**config.mk**
```make
export PLATFORM = sky130hd
export DESIGN_NAME = cancid_stream_ctx_flat
export DESIGN_NICKNAME = d
export VERILOG_FILES = /design/src/rtl/cancid_stream_ctx_pkg.sv /design/src/rtl/cancid_stream_ctx_if.sv /design/src/rtl/cancid_ctx_ram.sv /design/src/rtl/cancid_stream_ctx.sv /design/src/flat_wrapper.sv
export SDC_FILE = /design/constraint.sdc
export NUM_CORES = 1
export LEC_CHECK = 0
export CORE_AREA = 2 2 307 309
export CTS_BUF_LIST = sky130_fd_sc_hd__clkbuf_2
export CTS_CLUSTER_DIAMETER = 50
export DETAILED_ROUTE_END_ITERATION = 10
export DIE_AREA = 0 0 309 311
export GPL_ROUTABILITY_DRIVEN = 0
export PLACE_DENSITY = 0.55
export REMOVE_ABC_BUFFERS = 1
export SYNTH_ARGS = -nofsm -noshare
export SYNTH_HDL_FRONTEND = slang
export SYNTH_SLANG_ARGS = --single-unit
```
**constraint.sdc**
```tcl
create_clock -name clk -period 6.95 [get_ports clk]
set_input_delay 1.0425 -clock clk [delete_from_list [all_inputs] [get_ports clk]]
set_output_delay 1.0425 -clock clk [all_outputs]
set_load 0.005 [all_outputs]
```
**src/rtl/cancid_stream_ctx_pkg.sv**
```systemverilog
// Shared types and defaults for the CANCID per-stream context manager.
// Holds the FSM state enum, default widths and the saturating add.
package cancid_pkg;

  localparam int CANCID_STATE_W     = 11;
  localparam int CANCID_NUM_STREAMS = 64;
  localparam int CANCID_COUNT_W     = 16;

  typedef enum logic [1:0] {
    IDLE,
    LOAD,
    ACTIVE,
    COMMIT
  } ctx_state_e;

  // Adds inc to a w-bit value, sticking at 2^w-1 (w up to 31).
  function automatic logic [31:0] sat_add(
    input logic [31:0] a,
    input logic        inc,
    input int          w
  );
    logic [31:0] maxv;
    maxv = (32'h1 << w) - 32'h1;
    if (a >= maxv) return maxv;
    return a + {31'd0, inc};
  endfunction

endpackage

```
**src/rtl/cancid_stream_ctx_if.sv**
```systemverilog
// Bundle between front end / matcher (master) and context manager (slave).
// Carries load/eop control, matcher state, match flag, counts and readback.
interface cancid_stream_ctx_if
  import cancid_pkg::*;
#(
  parameter int STATE_W = CANCID_STATE_W,
  parameter int SID_W   = $clog2(CANCID_NUM_STREAMS),
  parameter int COUNT_W = CANCID_COUNT_W
);
  logic               load_state;
  logic               new_stream_id;
  logic [SID_W-1:0]   stream_id;
  logic               enable;
  logic               eop;
  logic [STATE_W-1:0] m_state_out;
  logic               m_accept;
  logic [STATE_W-1:0] m_state_in;
  logic               m_state_in_vld;
  logic               fired;
  logic [COUNT_W-1:0] count;
  logic               ctx_overwrite;
  logic               rd_req;
  logic [SID_W-1:0]   rd_sid;
  logic [COUNT_W-1:0] rd_count;
  logic               rd_vld;

  modport master (
    output load_state, new_stream_id, stream_id,
    output enable, eop, m_state_out, m_accept,
    output rd_req, rd_sid,
    input  m_state_in, m_state_in_vld, fired,
    input  count, ctx_overwrite, rd_count, rd_vld
  );

  modport slave (
    input  load_state, new_stream_id, stream_id,
    input  enable, eop, m_state_out, m_accept,
    input  rd_req, rd_sid,
    output m_state_in, m_state_in_vld, fired,
    output count, ctx_overwrite, rd_count, rd_vld
  );
endinterface

```
**src/rtl/cancid_ctx_ram.sv**
```systemverilog
// 1W1R synchronous matcher-state memory, N x W, no reset.
// Ports: clk, we/waddr/wdata write; raddr -> rdata next cycle, write bypassed.
module cancid_ctx_ram
  import cancid_pkg::*;
#(
  parameter int W  = CANCID_STATE_W,
  parameter int N  = CANCID_NUM_STREAMS,
  parameter int AW = $clog2(N)
) (
  input  logic          clk,
  input  logic          we,
  input  logic [AW-1:0] waddr,
  input  logic [W-1:0]  wdata,
  input  logic [AW-1:0] raddr,
  output logic [W-1:0]  rdata
);
  logic [W-1:0] mem [N];

  always_ff @(posedge clk) begin
    if (we) mem[waddr] <= wdata;
    rdata <= (we && waddr == raddr) ? wdata : mem[raddr];
  end
endmodule

```
**src/rtl/cancid_stream_ctx.sv**
```systemverilog
// Per-stream save/restore of one CANCID matcher with end-of-packet count commit.
// Ports: clk, rst (async high), bus (slave). Macro CANCID_PER_STREAM_COUNT_EN.
module cancid_stream_ctx
  import cancid_pkg::*;
#(
  parameter int STATE_W     = CANCID_STATE_W,
  parameter int NUM_STREAMS = CANCID_NUM_STREAMS,
  parameter int SID_W       = $clog2(NUM_STREAMS),
  parameter int COUNT_W     = CANCID_COUNT_W
) (
  input logic                clk,
  input logic                rst,
  cancid_stream_ctx_if.slave bus
);
  ctx_state_e             st;
  logic [SID_W-1:0]       sid_q;
  logic                   zero_q;
  logic                   en_q;
  logic [STATE_W-1:0]     cap_q;
  logic [NUM_STREAMS-1:0] valid_q;
  logic                   vld_q;
  logic                   fired_q;
  logic                   ovw_q;
  logic [COUNT_W-1:0]     cnt_q;
  logic [STATE_W-1:0]     rdata;
  logic [COUNT_W-1:0]     cnt_base;
  logic [COUNT_W-1:0]     cnt_nxt;
  logic                   busy;

  logic start;
  logic commit_we;
  logic byp_hit;
  logic zero_nxt;

  assign start     = bus.load_state && !busy;
  assign commit_we = (st == COMMIT) && en_q;
  // A commit this cycle sets valid at the same edge the load decides zero.
  assign byp_hit   = commit_we && (sid_q == bus.stream_id);
  assign zero_nxt  = bus.new_stream_id ||
                     !(valid_q[bus.stream_id] || byp_hit);
  assign cnt_nxt   = COUNT_W'(sat_add(32'(cnt_base), fired_q, COUNT_W));

  cancid_ctx_ram #(
    .W  (STATE_W),
    .N  (NUM_STREAMS),
    .AW (SID_W)
  ) u_ram (
    .clk   (clk),
    .we    (commit_we),
    .waddr (sid_q),
    .wdata (cap_q),
    .raddr (bus.stream_id),
    .rdata (rdata)
  );

  always_ff @(posedge clk or posedge rst) begin
    if (rst) begin
      st      <= IDLE;
      sid_q   <= '0;
      zero_q  <= 1'b1;
      en_q    <= 1'b0;
      cap_q   <= '0;
      valid_q <= '0;
      vld_q   <= 1'b0;
      fired_q <= 1'b0;
      ovw_q   <= 1'b0;
      cnt_q   <= '0;
    end else begin
      vld_q <= 1'b0;
      ovw_q <= 1'b0;
      unique case (st)
        IDLE: begin
          if (start) begin
            st      <= LOAD;
            sid_q   <= bus.stream_id;
            zero_q  <= zero_nxt;
            vld_q   <= 1'b1;
            fired_q <= 1'b0;
          end
        end
        LOAD: st <= ACTIVE;
        ACTIVE: begin
          if (bus.eop) begin
            st      <= COMMIT;
            cap_q   <= bus.m_state_out;
            en_q    <= bus.enable;
            fired_q <= fired_q | bus.m_accept;
          end else if (start) begin
            st      <= LOAD;
            sid_q   <= bus.stream_id;
            zero_q  <= zero_nxt;
            vld_q   <= 1'b1;
            fired_q <= 1'b0;
          end else begin
            fired_q <= fired_q | bus.m_accept;
          end
        end
        COMMIT: begin
          if (en_q) begin
            valid_q[sid_q] <= 1'b1;
            ovw_q <= (cap_q == '0) && valid_q[sid_q];
            cnt_q <= cnt_nxt;
          end else begin
            fired_q <= 1'b0;
          end
          if (start) begin
            st      <= LOAD;
            sid_q   <= bus.stream_id;
            zero_q  <= zero_nxt;
            vld_q   <= 1'b1;
            fired_q <= 1'b0;
          end else begin
            st <= IDLE;
          end
        end
      endcase
    end
  end

  assign bus.m_state_in     = (st == LOAD && !zero_q) ? rdata : '0;
  assign bus.m_state_in_vld = vld_q;
  assign bus.fired          = fired_q;
  assign bus.count          = cnt_q;
  assign bus.ctx_overwrite  = ovw_q;

`ifdef CANCID_PER_STREAM_COUNT_EN
  logic [COUNT_W-1:0] cnt_mem [NUM_STREAMS];
  logic [SID_W-1:0]   sw_idx;
  logic [COUNT_W-1:0] rd_cnt_q;
  logic               rd_vld_q;

  // Count RAM has no reset port; clear it one entry per cycle.
  always_ff @(posedge clk or posedge rst) begin
    if (rst) begin
      busy     <= 1'b1;
      sw_idx   <= '0;
      rd_vld_q <= 1'b0;
    end else begin
      rd_vld_q <= bus.rd_req;
      if (busy) begin
        sw_idx <= sw_idx + 1'b1;
        if (sw_idx == SID_W'(NUM_STREAMS - 1)) busy <= 1'b0;
      end
    end
  end

  always_ff @(posedge clk) begin
    if (busy) cnt_mem[sw_idx] <= '0;
    else if (commit_we) cnt_mem[sid_q] <= cnt_nxt;
    rd_cnt_q <= cnt_mem[bus.rd_sid];
  end

  assign cnt_base     = cnt_mem[sid_q];
  assign bus.rd_count = rd_cnt_q;
  assign bus.rd_vld   = rd_vld_q;
`else
  logic unused_rd;
  assign unused_rd    = ^{bus.rd_req, bus.rd_sid};
  assign busy         = 1'b0;
  assign cnt_base     = cnt_q;
  assign bus.rd_count = '0;
  assign bus.rd_vld   = 1'b0;
`endif

endmodule

```
**src/flat_wrapper.sv**
```systemverilog
// flat-port wrapper written by rule: the top's interface ports become plain ports
module cancid_stream_ctx_flat import cancid_pkg::*;
#(
  parameter int STATE_W     = CANCID_STATE_W,
  parameter int NUM_STREAMS = CANCID_NUM_STREAMS,
  parameter int SID_W       = $clog2(NUM_STREAMS),
  parameter int COUNT_W     = CANCID_COUNT_W
)
  (clk, rst, bus_load_state, bus_new_stream_id, bus_stream_id, bus_enable, bus_eop, bus_m_state_out, bus_m_accept, bus_rd_req, bus_rd_sid, bus_m_state_in, bus_m_state_in_vld, bus_fired, bus_count, bus_ctx_overwrite, bus_rd_count, bus_rd_vld);
  cancid_stream_ctx_if #(.STATE_W(STATE_W), .SID_W(SID_W), .COUNT_W(COUNT_W)) bus_i ();
  input logic clk;
  input logic rst;
  input wire logic [$bits(bus_i.load_state)-1:0] bus_load_state;
  input wire logic [$bits(bus_i.new_stream_id)-1:0] bus_new_stream_id;
  input wire logic [$bits(bus_i.stream_id)-1:0] bus_stream_id;
  input wire logic [$bits(bus_i.enable)-1:0] bus_enable;
  input wire logic [$bits(bus_i.eop)-1:0] bus_eop;
  input wire logic [$bits(bus_i.m_state_out)-1:0] bus_m_state_out;
  input wire logic [$bits(bus_i.m_accept)-1:0] bus_m_accept;
  input wire logic [$bits(bus_i.rd_req)-1:0] bus_rd_req;
  input wire logic [$bits(bus_i.rd_sid)-1:0] bus_rd_sid;
  output wire logic [$bits(bus_i.m_state_in)-1:0] bus_m_state_in;
  output wire logic [$bits(bus_i.m_state_in_vld)-1:0] bus_m_state_in_vld;
  output wire logic [$bits(bus_i.fired)-1:0] bus_fired;
  output wire logic [$bits(bus_i.count)-1:0] bus_count;
  output wire logic [$bits(bus_i.ctx_overwrite)-1:0] bus_ctx_overwrite;
  output wire logic [$bits(bus_i.rd_count)-1:0] bus_rd_count;
  output wire logic [$bits(bus_i.rd_vld)-1:0] bus_rd_vld;
  assign bus_i.load_state = bus_load_state;
  assign bus_i.new_stream_id = bus_new_stream_id;
  assign bus_i.stream_id = bus_stream_id;
  assign bus_i.enable = bus_enable;
  assign bus_i.eop = bus_eop;
  assign bus_i.m_state_out = bus_m_state_out;
  assign bus_i.m_accept = bus_m_accept;
  assign bus_i.rd_req = bus_rd_req;
  assign bus_i.rd_sid = bus_rd_sid;
  assign bus_m_state_in = bus_i.m_state_in;
  assign bus_m_state_in_vld = bus_i.m_state_in_vld;
  assign bus_fired = bus_i.fired;
  assign bus_count = bus_i.count;
  assign bus_ctx_overwrite = bus_i.ctx_overwrite;
  assign bus_rd_count = bus_i.rd_count;
  assign bus_rd_vld = bus_i.rd_vld;
  cancid_stream_ctx #(.STATE_W(STATE_W), .NUM_STREAMS(NUM_STREAMS), .SID_W(SID_W), .COUNT_W(COUNT_W)) u_core (.clk(clk), .rst(rst), .bus(bus_i));
endmodule
```
==> results of run 1 <==
## cells in the final DEF (no fill, tap or decap), drive strengths merged, types with 7 or more instances in the layout
cell             n
a211oi           7
a21oi           15
a22o            24
a22oi           31
buf             87
clkbuf         292
clkdlybuf4s50   53
clkinv          54
conb            17
dfrtp          103
edfxtp         704
ha               8
inv             16
mux2            28
mux2i           30
mux4           207
nand2           39
nand3           13
nand4            8
nor2            85
nor2b           16
nor3             9
o21ai           25
o22ai            8
or2             64
or3              9
xnor2            8
xor2             8
## routing by layer
layer  vias to the layer above  GRT usage [%]  part of all wire (%)
li1                       7217              -                     -
met1                      8874           23.3                    44
met2                       628           26.0                    47
met3                       133           4.22                   6.8
met4                         4           5.31                   2.2
met5                         -              0                 0.033
## logic make-up after synthesis
logic type      count (synthesis)  share of synthesized area (%)
xor+xnor                       16                          0.433
other cells                     1                         0.0116
buf+inv                       108                           1.80
simple gates                  274                           4.35
compound gates                136                           2.98
fa+ha+maj                       8                          0.310
mux                           265                           16.3
flops                         814                           73.8
## cell usage after synthesis, types with 5 or more instances
cell type / number / area share [%]
a211oi_1: 7 / 0.16
a21oi_1: 15 / 0.23
a22o_1: 24 / 0.65
a22oi_1: 31 / 0.72
and2_1: 5 / 0.097
buf_1: 13 / 0.15
buf_2: 25 / 0.39
buf_4: 29 / 0.67
buf_6: 5 / 0.17
clkbuf_1: 24 / 0.28
dfrtp_1: 103 / 8.0
dfxtp_1: 6 / 0.37
edfxtp_1: 704 / 65
ha_1: 8 / 0.31
inv_1: 12 / 0.14
mux2_2: 28 / 0.98
mux2i_1: 30 / 0.93
mux4_2: 207 / 14
nand2_1: 39 / 0.45
nand2b_1: 5 / 0.097
nand3_1: 13 / 0.20
nand3b_1: 6 / 0.14
nand4_1: 8 / 0.15
nor2_1: 85 / 0.99
nor2b_1: 16 / 0.31
nor3_1: 9 / 0.14
o21ai_0: 24 / 0.37
o22ai_1: 8 / 0.15
or2_2: 64 / 1.2
or3_1: 9 / 0.17
xnor2_1: 8 / 0.22
xor2_1: 8 / 0.22
## power breakdown
group	switching (mW)	leakage, nW	internal [mW]	total (mW)
Combinational	0.909	3.49	0.605	1.51
Sequential	0.548	7.77	6.20	6.75
Clock	1.87	1.35	1.17	3.04
## worst max-delay path, cell delays in order, from the launching register on
cell             delay, ns
dfxtp_4               0.78
buf_4                 0.67
mux4_2                0.59
a22o_1                0.23
o21ai_0               0.23
o21ai_0               0.28
a211o_1               0.35
clkdlybuf4s50_1       0.46
## layout make-up
cell class / count / area [um2]
Clock inverter: 63 / 298
Multi-Input combinational cell: 716 / 7970
Sequential cell: 814 / 23900
Clock buffer: 292 / 1460
Fill cell: 8626 / 56300
Antenna cell: 2 / 5.00
Timing Repair Buffer: 141 / 1230
Inverter: 12 / 47.5
Tap cell: 1254 / 1570
## sequential cells by signal, summed over array words and instances (netlist names), named ones only
register / cells
u_core.st: 2
u_core.bus.m_state_in_vld: 1
u_core.zero_q: 1
u_core.en_q: 1
u_core.valid_q: 64
u_core.bus.count: 16
u_core.cap_q: 11
u_core.bus.ctx_overwrite: 1
u_core.bus.fired: 1
u_core.sid_q: 6
u_core.u_ram.mem: 704
## path summary, 6_finish.rpt
kind / end / startpoint
max: bus_m_state_in[8] / register
min: u_core.cap_q[4]$_DFFE_PP0P_ / bus_m_state_out[4]
max reg2reg: u_core.u_ram.mem[38][4]$_DFFE_PP_ / u_core.sid_q[2]$_DFFE_PP0P_
min reg2reg: u_core.valid_q[24]$_DFFE_PP0N_ / u_core.valid_q[24]$_DFFE_PP0N_
max in group asynchronous: u_core.valid_q[47]$_DFFE_PP0N_ / rst
min in group asynchronous: u_core.bus.fired$_DFFE_PP0P_ / rst
## what timing repair did
item	in CTS	in global routing
endpoints found under the hold margin	30	0
gates resized for setup	0	0
setup endpoints to repair	0	0
hold buffers	1	0
==> results.json, run 1 <==
{
  "min_period_ns": 6.01,
  "drt_first_iter_violations": 1478,
  "die_w_um": 309,
  "p_total_mw": 11.3,
  "avgSynthCellArea_um2": 19.9,
  "io_pins": 78,
  "ys_seq_area_share_pct": 73.8,
  "skew_ns": 0.0573,
  "via_per_inst": 5.12,
  "ys_async_sr_fraction_pct": 12.8,
  "syn_inst": 1622,
  "required_ns": 5.91,
  "hold_ws_ns": 0.330,
  "hp-class": "in -> reg",
  "pre_cts_slack_ns": 2.16,
  "drc": 0,
  "relSlewSlack_pct": 18.1,
  "synth_seq_cells": 814,
  "design_area_um2": 36500,
  "drive_gt1_share_pct": 35.6,
  "track_usage_pct": 16.8,
  "fin_crit_sh_pct": 86.4,
  "clk_latency_ns": 1.34,
  "port_buffers": 53,
  "clk_pin_slew_worst_paths_ns": 0.10,
  "ys_types": 55,
  "hpwl_mm": 47.9,
  "cts_setup_buffers": 0,
  "whs_path_depth": 2,
  "place_inst": 2936,
  "wl_per_cell_um": 24.1,
  "ys_warn_count": 0,
  "max_freq_mhz": 167,
  "die_h_um": 311,
  "htreeDepth": 4,
  "rsz0062_at_grt": "false",
  "final_nets": 1925,
  "floorplan.initialDensity_pct": 34.9,
  "final-setup-viol-count": 0,
  "place_area_um2": 34700,
  "cts_sinks": 814,
  "grt_pass1_wl_mm": 117,
  "firstDrtPassIters": 5,
  "cts_made_buffers": 201,
  "leakage_nw": 12.6,
  "worstPathArrival_ns": 4.96,
  "antenna_left": 0,
  "fin_setup_tns_ns": 0,
  "rrSetupSlack_ns": 3.86,
  "status": "completed",
  "grt_max_degree": 75,
  "startpoint_type": "register",
  "cellPowerDensity_nw_per_um2": 310,
  "rows": 112,
  "synth-edff-count": 704,
  "vdd_drop_max_v": 0.000389,
  "die_area_um2": 96100,
  "rr_worst_depth": 2,
  "worstSetupPathType": "reg -> out",
  "grt_pass1_vias": 17600,
  "netlist_area_um2": 32300,
  "stdcell_count": 3294,
  "worstMarginPinSlew_ns": 1.23,
  "cp_max_fo": 36,
  "root_buffer": "clkbuf_2",
  "setup_slack_ns": 0.945,
  "slew_violations": 0,
  "finish.utilization_pct": 39.3,
  "area_growth_pct": 12.8,
  "core_um2": 92800,
  "vias": 16900,
  "max-cap-violations": 0,
  "synth_ff_type": "edfxtp_1",
  "clk_path_buf_depth": 3,
  "totalWireLength_mm": 79.4,
  "cp-end-kind": "output pin",
  "cts_tree": "done",
  "grt_overflow": 0,
  "finalHoldViolCount": 0,
  "antenna_found_initial": 5
}
(Power assumes the default switching activity.)
==> inputs of run 2 (changes only) <==
--- a/config.mk
+++ b/config.mk
@@ -5,11 +5,11 @@
 export SDC_FILE = /design/constraint.sdc
 export NUM_CORES = 1
 export LEC_CHECK = 0
-export CORE_AREA = 2 2 307 309
+export CORE_AREA = 2 2 218 435
 export CTS_BUF_LIST = sky130_fd_sc_hd__clkbuf_2
 export CTS_CLUSTER_DIAMETER = 50
 export DETAILED_ROUTE_END_ITERATION = 10
-export DIE_AREA = 0 0 309 311
+export DIE_AREA = 0 0 220 437
 export GPL_ROUTABILITY_DRIVEN = 0
 export PLACE_DENSITY = 0.55
 export REMOVE_ABC_BUFFERS = 1
==> results.json, run 2 (synthesis results as in run 1) <==
{
  "cts_made_buffers": 171,
  "cts_tree": "done",
  "final_common_cell": "edfxtp_1",
  "fillers": 8502,
  "clk_path_buf_depth": 3,
  "vias": 16700,
  "clk_latency_ns": 1.28,
  "root_buffer": "clkbuf_2",
  "grt_pass1_wl_mm": 123,
  "area_growth_pct": 11.8,
  "startpoint_type": "register",
  "htreeDepth": 4,
  "rr_startpoint": "u_core.sid_q[2]$_DFFE_PP0P_",
  "port_buffers": 53,
  "cts_setup_buffers": 0,
  "grt_pass1_vias": 18100,
  "min_period_ns": 6.19,
  "hp-class": "in -> reg",
  "cts_sinks": 814,
  "hpwl_mm": 54.2,
  "regMostFlops": "u_core.u_ram.mem",
  "io_pins": 78,
  "vdd_drop_max_v": 0.000203,
  "grt_max_degree": 76,
  "grt_overflow": 0,
  "cp_max_fo": 15,
  "cellPowerDensity_nw_per_um2": 309,
  "firstDrtPassIters": 5,
  "slew_violations": 0,
  "largest_register_ff_count": 704,
  "worstMarginPinSlew_ns": 1.26,
  "worstSetupPathType": "reg -> out",
  "rrSetupSlack_ns": 3.59,
  "die_h_um": 437,
  "floorplan.initialDensity_pct": 35.0,
  "core_um2": 92500,
  "worstPathArrival_ns": 5.15,
  "required_ns": 5.91,
  "finalHoldViolCount": 0,
  "max_freq_mhz": 161,
  "leakage_nw": 12.4,
  "relSlewSlack_pct": 16.0,
  "rsz0062_at_grt": "false",
  "max-cap-violations": 0,
  "final-setup-viol-count": 0,
  "rows": 158,
  "fin_crit_sh_pct": 89.1,
  "min_from": "bus_m_state_out[5]",
  "hold_end": "u_core.cap_q[5]$_DFFE_PP0P_",
  "status": "completed",
  "totalWireLength_mm": 84.4,
  "design_area_um2": 36200,
  "final_nets": 1889,
  "p_total_mw": 11.2,
  "drt_first_iter_violations": 1255,
  "die_w_um": 220,
  "whs_path_depth": 2,
  "skew_ns": 0.0774,
  "wl_per_cell_um": 26.5,
  "most-common-layout-cells": "edfxtp_1 (704), clkbuf_2 (251), mux4_2 (207)",
  "fin_setup_tns_ns": 0,
  "rr_worst_depth": 2,
  "place_area_um2": 34600,
  "track_usage_pct": 17.9,
  "die_area_um2": 96100,
  "cp-end-kind": "output pin",
  "via_per_inst": 5.25,
  "drive_gt1_share_pct": 34.1,
  "antenna_found_initial": 8,
  "antenna_left": 0,
  "drc": 0,
  "clk_pin_slew_worst_paths_ns": 0.11,
  "reg2reg_to": "u_core.u_ram.mem[7][2]$_DFFE_PP_"
}
-- run 2: metal layers --
metal / vias up / wire, um / global-route usage (%)
li1: 7111 / - / -
met1: 8895 / 30200 / 19.5
met2: 565 / 46700 / 32.9
met3: 162 / 3760 / 3.13
met4: 4 / 3720 / 8.79
met5: - / 33 / 0
-- run 2: how the worst max path moves through the flow --
| stage | end | slack [ns] | start |
|---|---|---|---|
| floorplan | bus_m_state_in[2] | -2.08 | register |
| global placement | bus_m_state_in[4] | 2.07 | register |
| detailed placement | bus_m_state_in[4] | 2.04 | register |
| CTS | bus_m_state_in[4] | 0.52 | register |
| global route | bus_m_state_in[8] | 0.46 | register |
| finish | bus_m_state_in[8] | 0.76 | register |
-- run 2: critical path: stages (launching register included) --
cell and delay, ns:
dfxtp_1 0.67, buf_4 0.35, nor2b_1 0.85, a22o_1 0.26
a221oi_1 0.08, o21ai_0 0.83, a211o_1 0.23, clkdlybuf4s50_1 0.59
-- run 2: metrics by stage --
stage	hold slack [ns]	utilization [%]	setup slack, ns	instances
after global placement	0.462	37.4	2.07	2876
after CTS	0.165	39.1	0.523	3178
after detailed placement	0.479	37.4	2.04	2876
after global routing	0.241	39.1	0.461	3182
final	0.377	39.1	0.758	3185
after floorplan	0.452	-	-2.08	1542
-- run 2: final cells by class --
type / instances / area (um2) / share of cell area (%)
antenna: 7 / 17.5 / 0.0484
clock inverter: 50 / 270 / 0.748
sequential: 814 / 23900 / 66.1
tap: 1200 / 1500 / 4.15
clock buffer: 251 / 1260 / 3.47
timing repair buffer: 135 / 1210 / 3.35
inverter: 12 / 47.5 / 0.132
multi-input combinational: 716 / 7960 / 22.0
-- run 2: where the power goes --
group,leakage [nW],total (mW),switching (mW),internal [mW]
Combinational,3.46,1.53,0.924,0.610
Clock,1.17,2.86,1.82,1.04
Sequential,7.77,6.79,0.592,6.20
Total,12.4,11.2,3.34,7.85
-- run 2: repair_timing --
item / in CTS / in global routing
hold endpoints to repair: 34 / 0
hold buffers: 1 / 0
gates resized for setup: 0 / 0
==> inputs of run 3 (changes only) <==
--- a/config.mk
+++ b/config.mk
@@ -5,13 +5,14 @@
 export SDC_FILE = /design/constraint.sdc
 export NUM_CORES = 1
 export LEC_CHECK = 0
-export CORE_AREA = 2 2 218 435
+export CORE_AREA = 2 2 195 389
 export CTS_BUF_LIST = sky130_fd_sc_hd__clkbuf_2
 export CTS_CLUSTER_DIAMETER = 50
+export CTS_CLUSTER_SIZE = 28
 export DETAILED_ROUTE_END_ITERATION = 10
-export DIE_AREA = 0 0 220 437
+export DIE_AREA = 0 0 197 391
 export GPL_ROUTABILITY_DRIVEN = 0
-export PLACE_DENSITY = 0.55
+export PLACE_DENSITY = 0.65
 export REMOVE_ABC_BUFFERS = 1
 export SYNTH_ARGS = -nofsm -noshare
 export SYNTH_HDL_FRONTEND = slang
==> results.json, run 3 (synthesis results as in run 1) <==
{
  "met2WireLength_mm": 36.8,
  "final-setup-viol-count": 0,
  "largest_register_ff_count": 704,
  "cts_setup_buffers": 0,
  "slew_violations": 0,
  "rsz0062_at_grt": "false",
  "max_freq_mhz": 170,
  "multiInputGateArea_um2": 7960,
  "drive_gt1_share_pct": 27.8,
  "netSwitchingFraction_pct": 29.4,
  "ctsHoldBuffers": 1,
  "rows": 142,
  "antenna_left": 0,
  "place_inst": 2614,
  "status": "completed",
  "final_nets": 1766,
  "worstPathArrival_ns": 4.85,
  "skew_ns": 0.102,
  "track_usage_pct": 19.4,
  "ff_latch_area_um2": 23900,
  "antenna_found_initial": 6,
  "totalWireLength_mm": 73.6,
  "cts_made_buffers": 46,
  "startpoint_type": "register",
  "firstDrtPassIters": 5,
  "grt_max_degree": 79,
  "grt_pass1_wl_mm": 108,
  "worstMarginPinSlew_ns": 1.26,
  "wl_met1_mm": 30.8,
  "die_area_um2": 77000,
  "root_buffer": "clkbuf_2",
  "cts_sinks": 814,
  "port_buffers": 53,
  "clk_path_buf_depth": 3,
  "fillers": 6215,
  "hpwl_mm": 45.7,
  "cts_tree": "done",
  "combinationalPowerShare_pct": 13.6,
  "cellPowerDensity_nw_per_um2": 294,
  "finish.utilization_pct": 47.1,
  "finalHoldViolCount": 0,
  "required_ns": 5.91,
  "floorplan.initialDensity_pct": 43.5,
  "area_growth_pct": 8.29,
  "leakage_nw": 11.7,
  "final_common_cell": "edfxtp_1",
  "highest_layer": "met5",
  "vias": 15800,
  "cp-end-kind": "output pin",
  "die_w_um": 197,
  "pre_cts_slack_ns": 2.35,
  "setup_slack_ns": 1.05,
  "wl_met3_mm": 4.10,
  "cts_resized": 0,
  "relSlewSlack_pct": 16.3,
  "clk_pin_slew_worst_paths_ns": 0.39,
  "stdcell_count": 2703,
  "drt_first_iter_violations": 1406,
  "p_sw_mw": 3.03,
  "fin_setup_tns_ns": 0,
  "clk_latency_ns": 1.34,
  "io_pins": 78,
  "max-cap-violations": 0,
  "die_h_um": 391,
  "vdd_drop_max_v": 0.000409,
  "wl_per_cell_um": 27.2,
  "seq_power_share_pct": 66.3,
  "hp-class": "in -> reg",
  "drc": 0,
  "internal_power_mw": 7.27,
  "via_per_inst": 5.83,
  "grt_pass1_vias": 15900,
  "regMostFlops": "u_core.u_ram.mem",
  "grt_overflow": 0,
  "most-common-layout-cells": "edfxtp_1 (704), mux4_2 (207), dfrtp_1 (92)",
  "hold_ws_ns": 0.307,
  "htreeDepth": 2,
  "cp_max_fo": 28,
  "core_um2": 74300,
  "fin_crit_sh_pct": 84.8,
  "pwr-share-clk_pct": 20.0,
  "worstSetupPathType": "reg -> out",
  "min_period_ns": 5.90
}
run 3: area by class of cell:
type / count / area share, %
clock buffer: 50 / 0.715
tap: 936 / 3.34
multi-input combinational: 716 / 22.7
antenna: 2 / 0.0143
clock inverter: 36 / 1.36
inverter: 12 / 0.136
timing repair buffer: 137 / 3.47
sequential: 814 / 68.2
run 3: worst paths after layout:
path | start | endpoint | slack, ns | cells past startpoint
worst max-delay path | register | bus_m_state_in[8] | 1.05 | 7
worst min-delay path | bus_m_accept | u_core.bus.fired$_DFFE_PP0P_ | 0.31 | 3
worst max register to register | u_core.sid_q[2]$_DFFE_PP0P_ | u_core.u_ram.mem[30][10]$_DFFE_PP_ | 3.68 | 2
worst min register to register | u_core.valid_q[29]$_DFFE_PP0N_ | u_core.valid_q[29]$_DFFE_PP0N_ | 0.54 | 1
max in group asynchronous | rst | u_core.valid_q[22]$_DFFE_PP0N_ | 5.02 | 4
min in group asynchronous | rst | u_core.cap_q[9]$_DFFE_PP0P_ | 0.59 | 3
run 3: per-layer routing:
layer | global-route usage [%] | up-vias
met3 | 2.62 | 84
met4 | 5.17 | 2
met1 | 27.1 | 8429
li1 | - | 6751
met5 | 0 | -
met2 | 32.3 | 506
run 3: per-stage QoR:
step                instance area, um2  power (mW)
detailed placement               34300        8.35
floorplan                        31900        7.60
CTS                              35000        10.4
global route                     35000        10.7
finish                           35000        10.3
global placement                 34300        8.28
run 3: power by group through the flow:
stage	clock [mW]	sequential [mW]	combinational, mW
3_5_place_dp	0	6.93	1.42
2_1_floorplan	0	6.83	0.767
4_1_cts	2.13	6.83	1.42
3_3_place_gp	0	6.90	1.38
5_1_grt	2.29	6.90	1.51
6_report	2.06	6.83	1.41
run 3: critical path, stage by stage (launching register included):
cell and delay, ns:
dfxtp_4 0.87, buf_4 0.36, mux4_2 0.56, a22o_1 0.22, a221oi_1 0.43, o21ai_0 0.33
a211o_1 0.35, clkdlybuf4s50_1 0.45
